--- src/rtl/serial_adder_pkg.sv ---
// Shared definitions for the bit-serial adder/subtractor: state encoding and
// the counter-width helper.
package serial_adder_pkg;

   localparam logic [1:0] ST_IDLE = 2'd0;
   localparam logic [1:0] ST_RUN  = 2'd1;
   localparam logic [1:0] ST_DONE = 2'd2;

   typedef enum logic [1:0] {
      IDLE = ST_IDLE,
      RUN  = ST_RUN,
      DONE = ST_DONE
   } state_t;

   // Bits needed to count 0..v-1; never less than one.
   function automatic int clog2(input int v);
      int r;
      r = 1;
      for (int i = 1; i < 32; i++)
         if ((1 << i) < v) r = i + 1;
      return r;
   endfunction

endpackage

--- src/rtl/serial_adder_if.sv ---
// Operand/result handshake bundle for serial_adder.
interface serial_adder_if #(parameter int WIDTH = 8);

   logic             in_valid;
   logic             in_ready;
   logic [WIDTH-1:0] a;
   logic [WIDTH-1:0] b;
   logic             sub;
   logic             cin;
   logic             out_valid;
   logic             out_ready;
   logic [WIDTH-1:0] sum;
   logic             carry_out;
   logic             overflow;
   logic             busy;

   modport master (
      output in_valid, a, b, sub, cin, out_ready,
      input  in_ready, out_valid, sum, carry_out, overflow, busy
   );

   modport slave (
      input  in_valid, a, b, sub, cin, out_ready,
      output in_ready, out_valid, sum, carry_out, overflow, busy
   );

endinterface

--- src/rtl/serial_adder_cell.sv ---
// One-bit full adder; the only arithmetic in the serial datapath.
module full_adder_cell (
   input  logic a,
   input  logic b,
   input  logic cin,
   output logic s,
   output logic cout
);

   assign s    = a ^ b ^ cin;
   assign cout = (a & b) | (cin & (a ^ b));

endmodule

--- src/rtl/serial_adder.sv ---
// Bit-serial adder/subtractor: one full-adder cell, LSB first, WIDTH cycles
// per operation, result held on a valid/ready output until consumed.
module serial_adder
   import serial_adder_pkg::*;
#(
   parameter int WIDTH = 8
) (
   input logic          clk,
   input logic          rst_n,
   serial_adder_if.slave bus
);

   localparam int CW = clog2(WIDTH);

   state_t           state;
   logic [CW-1:0]    cnt;
   logic [WIDTH-1:0] a_sr;
   logic [WIDTH-1:0] b_sr;
   logic [WIDTH-1:0] acc;
   logic             cy;
   logic [WIDTH-1:0] sum_q;
   logic             co_q;
   logic             ov_q;
   logic             ov_done;
   logic             fa_s;
   logic             fa_co;

   full_adder_cell u_fa (
      .a    (a_sr[0]),
      .b    (b_sr[0]),
      .cin  (cy),
      .s    (fa_s),
      .cout (fa_co)
   );

   always_ff @(posedge clk) begin
      if (!rst_n) begin
         state   <= IDLE;
         cnt     <= '0;
         a_sr    <= '0;
         b_sr    <= '0;
         acc     <= '0;
         cy      <= 1'b0;
         sum_q   <= '0;
         co_q    <= 1'b0;
         ov_q    <= 1'b0;
         ov_done <= 1'b0;
      end else begin
         case (state)
            IDLE: begin
               if (bus.in_valid) begin
                  // Subtract is a + ~b + ~borrow, so invert b and the carry here.
                  a_sr  <= bus.a;
                  b_sr  <= bus.b ^ {WIDTH{bus.sub}};
                  cy    <= bus.sub ? ~bus.cin : bus.cin;
                  cnt   <= '0;
                  state <= RUN;
               end
            end
            RUN: begin
               acc  <= {fa_s, acc[WIDTH-1:1]};
               a_sr <= a_sr >> 1;
               b_sr <= b_sr >> 1;
               cy   <= fa_co;
               cnt  <= cnt + 1'b1;
               if (cnt == CW'(WIDTH - 1)) begin
                  // cy here is the carry into the MSB; with the carry out it
                  // gives signed overflow.
                  sum_q   <= {fa_s, acc[WIDTH-1:1]};
                  co_q    <= fa_co;
                  ov_q    <= cy ^ fa_co;
                  ov_done <= 1'b1;
                  state   <= DONE;
               end
            end
            DONE: begin
               if (bus.out_ready) begin
                  ov_done <= 1'b0;
                  state   <= IDLE;
               end
            end
            default: state <= IDLE;
         endcase
      end
   end

   assign bus.in_ready  = rst_n && (state == IDLE);
   assign bus.out_valid = ov_done;
   assign bus.sum       = sum_q;
   assign bus.carry_out = co_q;
   assign bus.overflow  = ov_q;
   assign bus.busy      = (state != IDLE);

endmodule

--- src/flat_wrapper.sv ---
// flat-port wrapper written by rule: the top's interface ports become plain ports
module serial_adder_flat import serial_adder_pkg::*;
#(
   parameter int WIDTH = 8
)
  (clk, rst_n, bus_in_valid, bus_a, bus_b, bus_sub, bus_cin, bus_out_ready, bus_in_ready, bus_out_valid, bus_sum, bus_carry_out, bus_overflow, bus_busy);
  serial_adder_if #(.WIDTH(WIDTH)) bus_i ();
  input logic clk;
  input logic rst_n;
  input wire logic [$bits(bus_i.in_valid)-1:0] bus_in_valid;
  input wire logic [$bits(bus_i.a)-1:0] bus_a;
  input wire logic [$bits(bus_i.b)-1:0] bus_b;
  input wire logic [$bits(bus_i.sub)-1:0] bus_sub;
  input wire logic [$bits(bus_i.cin)-1:0] bus_cin;
  input wire logic [$bits(bus_i.out_ready)-1:0] bus_out_ready;
  output wire logic [$bits(bus_i.in_ready)-1:0] bus_in_ready;
  output wire logic [$bits(bus_i.out_valid)-1:0] bus_out_valid;
  output wire logic [$bits(bus_i.sum)-1:0] bus_sum;
  output wire logic [$bits(bus_i.carry_out)-1:0] bus_carry_out;
  output wire logic [$bits(bus_i.overflow)-1:0] bus_overflow;
  output wire logic [$bits(bus_i.busy)-1:0] bus_busy;
  assign bus_i.in_valid = bus_in_valid;
  assign bus_i.a = bus_a;
  assign bus_i.b = bus_b;
  assign bus_i.sub = bus_sub;
  assign bus_i.cin = bus_cin;
  assign bus_i.out_ready = bus_out_ready;
  assign bus_in_ready = bus_i.in_ready;
  assign bus_out_valid = bus_i.out_valid;
  assign bus_sum = bus_i.sum;
  assign bus_carry_out = bus_i.carry_out;
  assign bus_overflow = bus_i.overflow;
  assign bus_busy = bus_i.busy;
  serial_adder #(.WIDTH(WIDTH)) u_core (.clk(clk), .rst_n(rst_n), .bus(bus_i));
endmodule
--- config.mk ---
export PLATFORM = sky130hd
export DESIGN_NAME = serial_adder_flat
export DESIGN_NICKNAME = d
export VERILOG_FILES = /design/src/rtl/serial_adder_pkg.sv /design/src/rtl/serial_adder_if.sv /design/src/rtl/serial_adder_cell.sv /design/src/rtl/serial_adder.sv /design/src/flat_wrapper.sv
export SDC_FILE = /design/constraint.sdc
export NUM_CORES = 1
export LEC_CHECK = 0
export ABC_AREA = 1
export CAP_MARGIN = 5
export CELL_PAD_IN_SITES_DETAIL_PLACEMENT = 0
export CELL_PAD_IN_SITES_GLOBAL_PLACEMENT = 1
export CORE_MARGIN = 2
export CORE_UTILIZATION = 35
export DETAILED_ROUTE_END_ITERATION = 6
export HOLD_SLACK_MARGIN = 0.03
export PLACE_DENSITY = 0.69
export SLEW_MARGIN = 20
export SYNTH_ARGS = -nofsm -noshare
export SYNTH_HDL_FRONTEND = slang
export SYNTH_HIERARCHICAL = 1
export SYNTH_SLANG_ARGS = --single-unit
--- constraint.sdc ---
create_clock -name clk -period 2.1 [get_ports clk]
set_clock_uncertainty 0.2 [all_clocks]
set_input_delay 0.525 -clock clk [delete_from_list [all_inputs] [get_ports clk]]
set_output_delay 0.525 -clock clk [all_outputs]
set_load 0.01 [all_outputs]
==> results.json <==
{
  "status": "finished clean",
  "rows": 37,
  "path_cells": "clkdlybuf4s50_1, inv_1, nor2_1, buf_2",
  "fill_cells": 1123,
  "rsz0062_at_grt": "no",
  "drive_above_1_share_pct": 11.1,
  "totalWireLength_mm": 9.38,
  "r2r_setup_slack_ns": 0.24,
  "crit_type": "in2out",
  "yosys.cell_types.count": 33,
  "critPathLaunchType": "input port",
  "worst_pin_slew_ns": 0.527,
  "area_delta_synth_final_pct": 20.3,
  "setup_viol": 0,
  "avgSynthCellArea_um2": 6.69,
  "crit_slowest_cell": "clkdlybuf4s50_1",
  "drv_cap": 0,
  "fin_nets": 605,
  "synth_area_um2": 3630,
  "max_freq_mhz": 500,
  "rr_worst_depth": 9,
  "start_util_pct": 35.7,
  "synth_nets": 567,
  "dp_hpwl_mm": 6.69,
  "grt_pass1_wl_mm": 16.0,
  "synthCells": 543,
  "max_stage_delay_ns": 0.47,
  "min_delay_path_depth": 2,
  "wl_per_cell_um": 13.0,
  "drt-pass1-iter-count": 4,
  "synth_seq_cells": 69,
  "hold_viol": 0,
  "cts-root-buf": "clkbuf_8",
  "num_vias": 3461,
  "clock_latency_ns": 0.35,
  "cellLeakagePower_nw": 1.60,
  "fin_util_pct": 42.9,
  "hold_path.class": "reg2reg",
  "antenna_found_initial": 0,
  "cp_max_fo": 2,
  "crit_arrival_ns": 1.28,
  "synth_area_leaders": "dfxtp_1 38%, nand2_1 14%, nor2_1 8.7%, inv_1 5.4%, nand3_1 4.5%",
  "htreeDepth": 3,
  "setup_ws_ns": 0.0994,
  "io_buffers": 34,
  "clk_pin_slew_ns": 0.08,
  "final.min_clock_period_ns": 2.00,
  "die_area_um2": 11200,
  "antenna_left": 0,
  "yosysTopAreaCellShare_pct": 38.0,
  "slew_headroom_pct": 64.9,
  "regToRegStartpoint": "u_core/cnt[0]$_SDFFE_PN0P_",
  "overflow": 0,
  "routed_via_density": 4.79,
  "hold_slack_ns": 0.272,
  "core_region_area_um2": 10200,
  "pin_count": 35,
  "cts_buffers": 9,
  "powerDensity_nw_per_um2": 634,
  "drc_errors": 0,
  "finalPower_mw": 2.77,
  "drt_iter0_markers": 124,
  "fin_tns_setup_ns": 0,
  "yosysSeqAreaShare_pct": 38.0,
  "dieWidth_um": 106,
  "grt_max_degree": 48,
  "cp-end-kind": "primary output",
  "routabilityCongestion": 0.815,
  "grt_util_all_layers_pct": 18.1,
  "critPathRequiredTime_ns": 1.37,
  "fin_crit_sh_pct": 95.3,
  "cts_sinks": 69,
  "rr_endpoint": "u_core/cnt[28]$_SDFFE_PN0P_",
  "ir_drop_mv": 0.244,
  "clock_path_buffers": 2,
  "pre_cts_ws_ns": -0.317,
  "hp-start": "u_core/acc[1]$_SDFFE_PN0P_",
  "synth_top_cell_by_area": "dfxtp_1",
  "ys_warn_count": 6,
  "cts_tree": "built",
  "drv_slew": 0,
  "min_to": "u_core/acc[1]$_SDFFE_PN0P_",
  "grt_pass1_vias": 3380,
  "fp.dieH_um": 106,
  "antenna_cells": 0
}
placed cells by master (no fill, tap or decap), types with 7 or more instances in the layout:
| master | count |
|---|---|
| nand4_1 | 9 |
| dfxtp_1 | 67 |
| a22oi_1 | 11 |
| nor2_2 | 7 |
| nand2_1 | 137 |
| buf_4 | 14 |
| a21oi_1 | 32 |
| nor2_1 | 84 |
| o21ai_0 | 28 |
| inv_1 | 52 |
| clkbuf_8 | 9 |
| nor3_1 | 8 |
| nand3_1 | 33 |
| clkdlybuf4s50_1 | 32 |
| nor2_4 | 8 |
where the power goes:
| part | switching (mW) | leakage [nW] | total (mW) | internal (mW) |
|---|---|---|---|---|
| Clock | 0.559 | 0.0879 | 1.11 | 0.550 |
| Sequential | 0.0231 | 0.561 | 1.37 | 1.35 |
| Combinational | 0.169 | 0.952 | 0.294 | 0.125 |
cells by family (layout without fill, tap and decap cells):
family                   after synthesis  after routing  synth area share (%)
AND/OR/NAND/NOR                      300            300                  36.7
AO/OA/AOI/OAI                         83             83                  12.9
buffers and inverters                 79            122                  9.09
flip-flops                            69             69                  38.0
XOR/XNOR                              10             10                  2.41
adder cells (fa/ha/maj)                2              2                 0.895
per-stage QoR:
step                      cell area, µm²  instances
after global placement              4170        706
after detailed placement            4170        706
final                               4370        722
after CTS                           4370        722
after floorplan                     3630        543
after global routing                4370        722
layer usage:
metal / vias to the layer above / routed length [µm] / track usage [%]
met2: 51 / 4380 / 30.4
met1: 1582 / 4590 / 23.2
li1: 1816 / - / -
met3: 12 / 255 / 2.70
met5: - / 0 / 0
met4: 0 / 148 / 7.42
cells in the mapped netlist (all sizes together):
library cell,instances
nand3b,1
xnor2,6
a21oi,32
o21ai,29
a211oi,2
o31ai,1
dfxtp,69
fa,1
nand3,39
nor2,99
clkbuf,6
inv,56
nor3,8
buf,17
a22oi,11
and2,1
xor2,4
a31oi,6
ha,1
o211ai,2
nand2,141
nand4,9
nor3b,2
registers in the layout (all words and copies together), names as in the netlist:
| register | flops |
|---|---|
| u_core/bus.overflow | 1 |
| u_core/bus.sum | 8 |
| u_core/bus.carry_out | 1 |
| u_core/cy | 1 |
| u_core/b_sr | 8 |
| u_core/acc | 7 |
| u_core/a_sr | 8 |
| u_core/cnt | 32 |
| u_core/bus.out_valid | 1 |
| u_core/state | 2 |
critical path, delay by kind of cell:
kind | cells | cell delay (ns)
and+or+nand+nor | 1 | 0.09
buffers and inverters | 3 | 0.65
what timing repair did:
action / in CTS / in global routing
resized for setup: 8 / 1
pin swaps: 0 / 0
cloned: 0 / 0
hold buffers: 0 / 0
setup endpoints to repair: 2 / 2
buffers inserted: 0 / 0
cell type report:
cell class	instances	area (µm²)	share of cell area [%]
Inverter	56	210	4.81
Clock inverter	7	73.8	1.69
Multi-Input combinational cell	395	1930	44.1
Tap cell	136	170	3.89
Timing Repair Buffer	50	479	11.0
Clock buffer	9	124	2.83
Sequential cell	69	1390	31.7
worst max path at each step:
stage                                    start                          endpoint  slack, ns  cells past startpoint
CTS                                      rst_n                      bus_in_ready       0.09                      4
detailed placement                       rst_n                      bus_in_ready      -0.32                      4
global route        u_core/cnt[0]$_SDFFE_PN0P_  u_core/bus.overflow$_SDFFE_PN0P_      0.007                      9
finish                                   rst_n                      bus_in_ready        0.1                      4
global placement                         rst_n                      bus_in_ready      -0.32                      4
floorplan                                rst_n                      bus_in_ready       0.34                      3
Power figures use the tool's default switching activity.
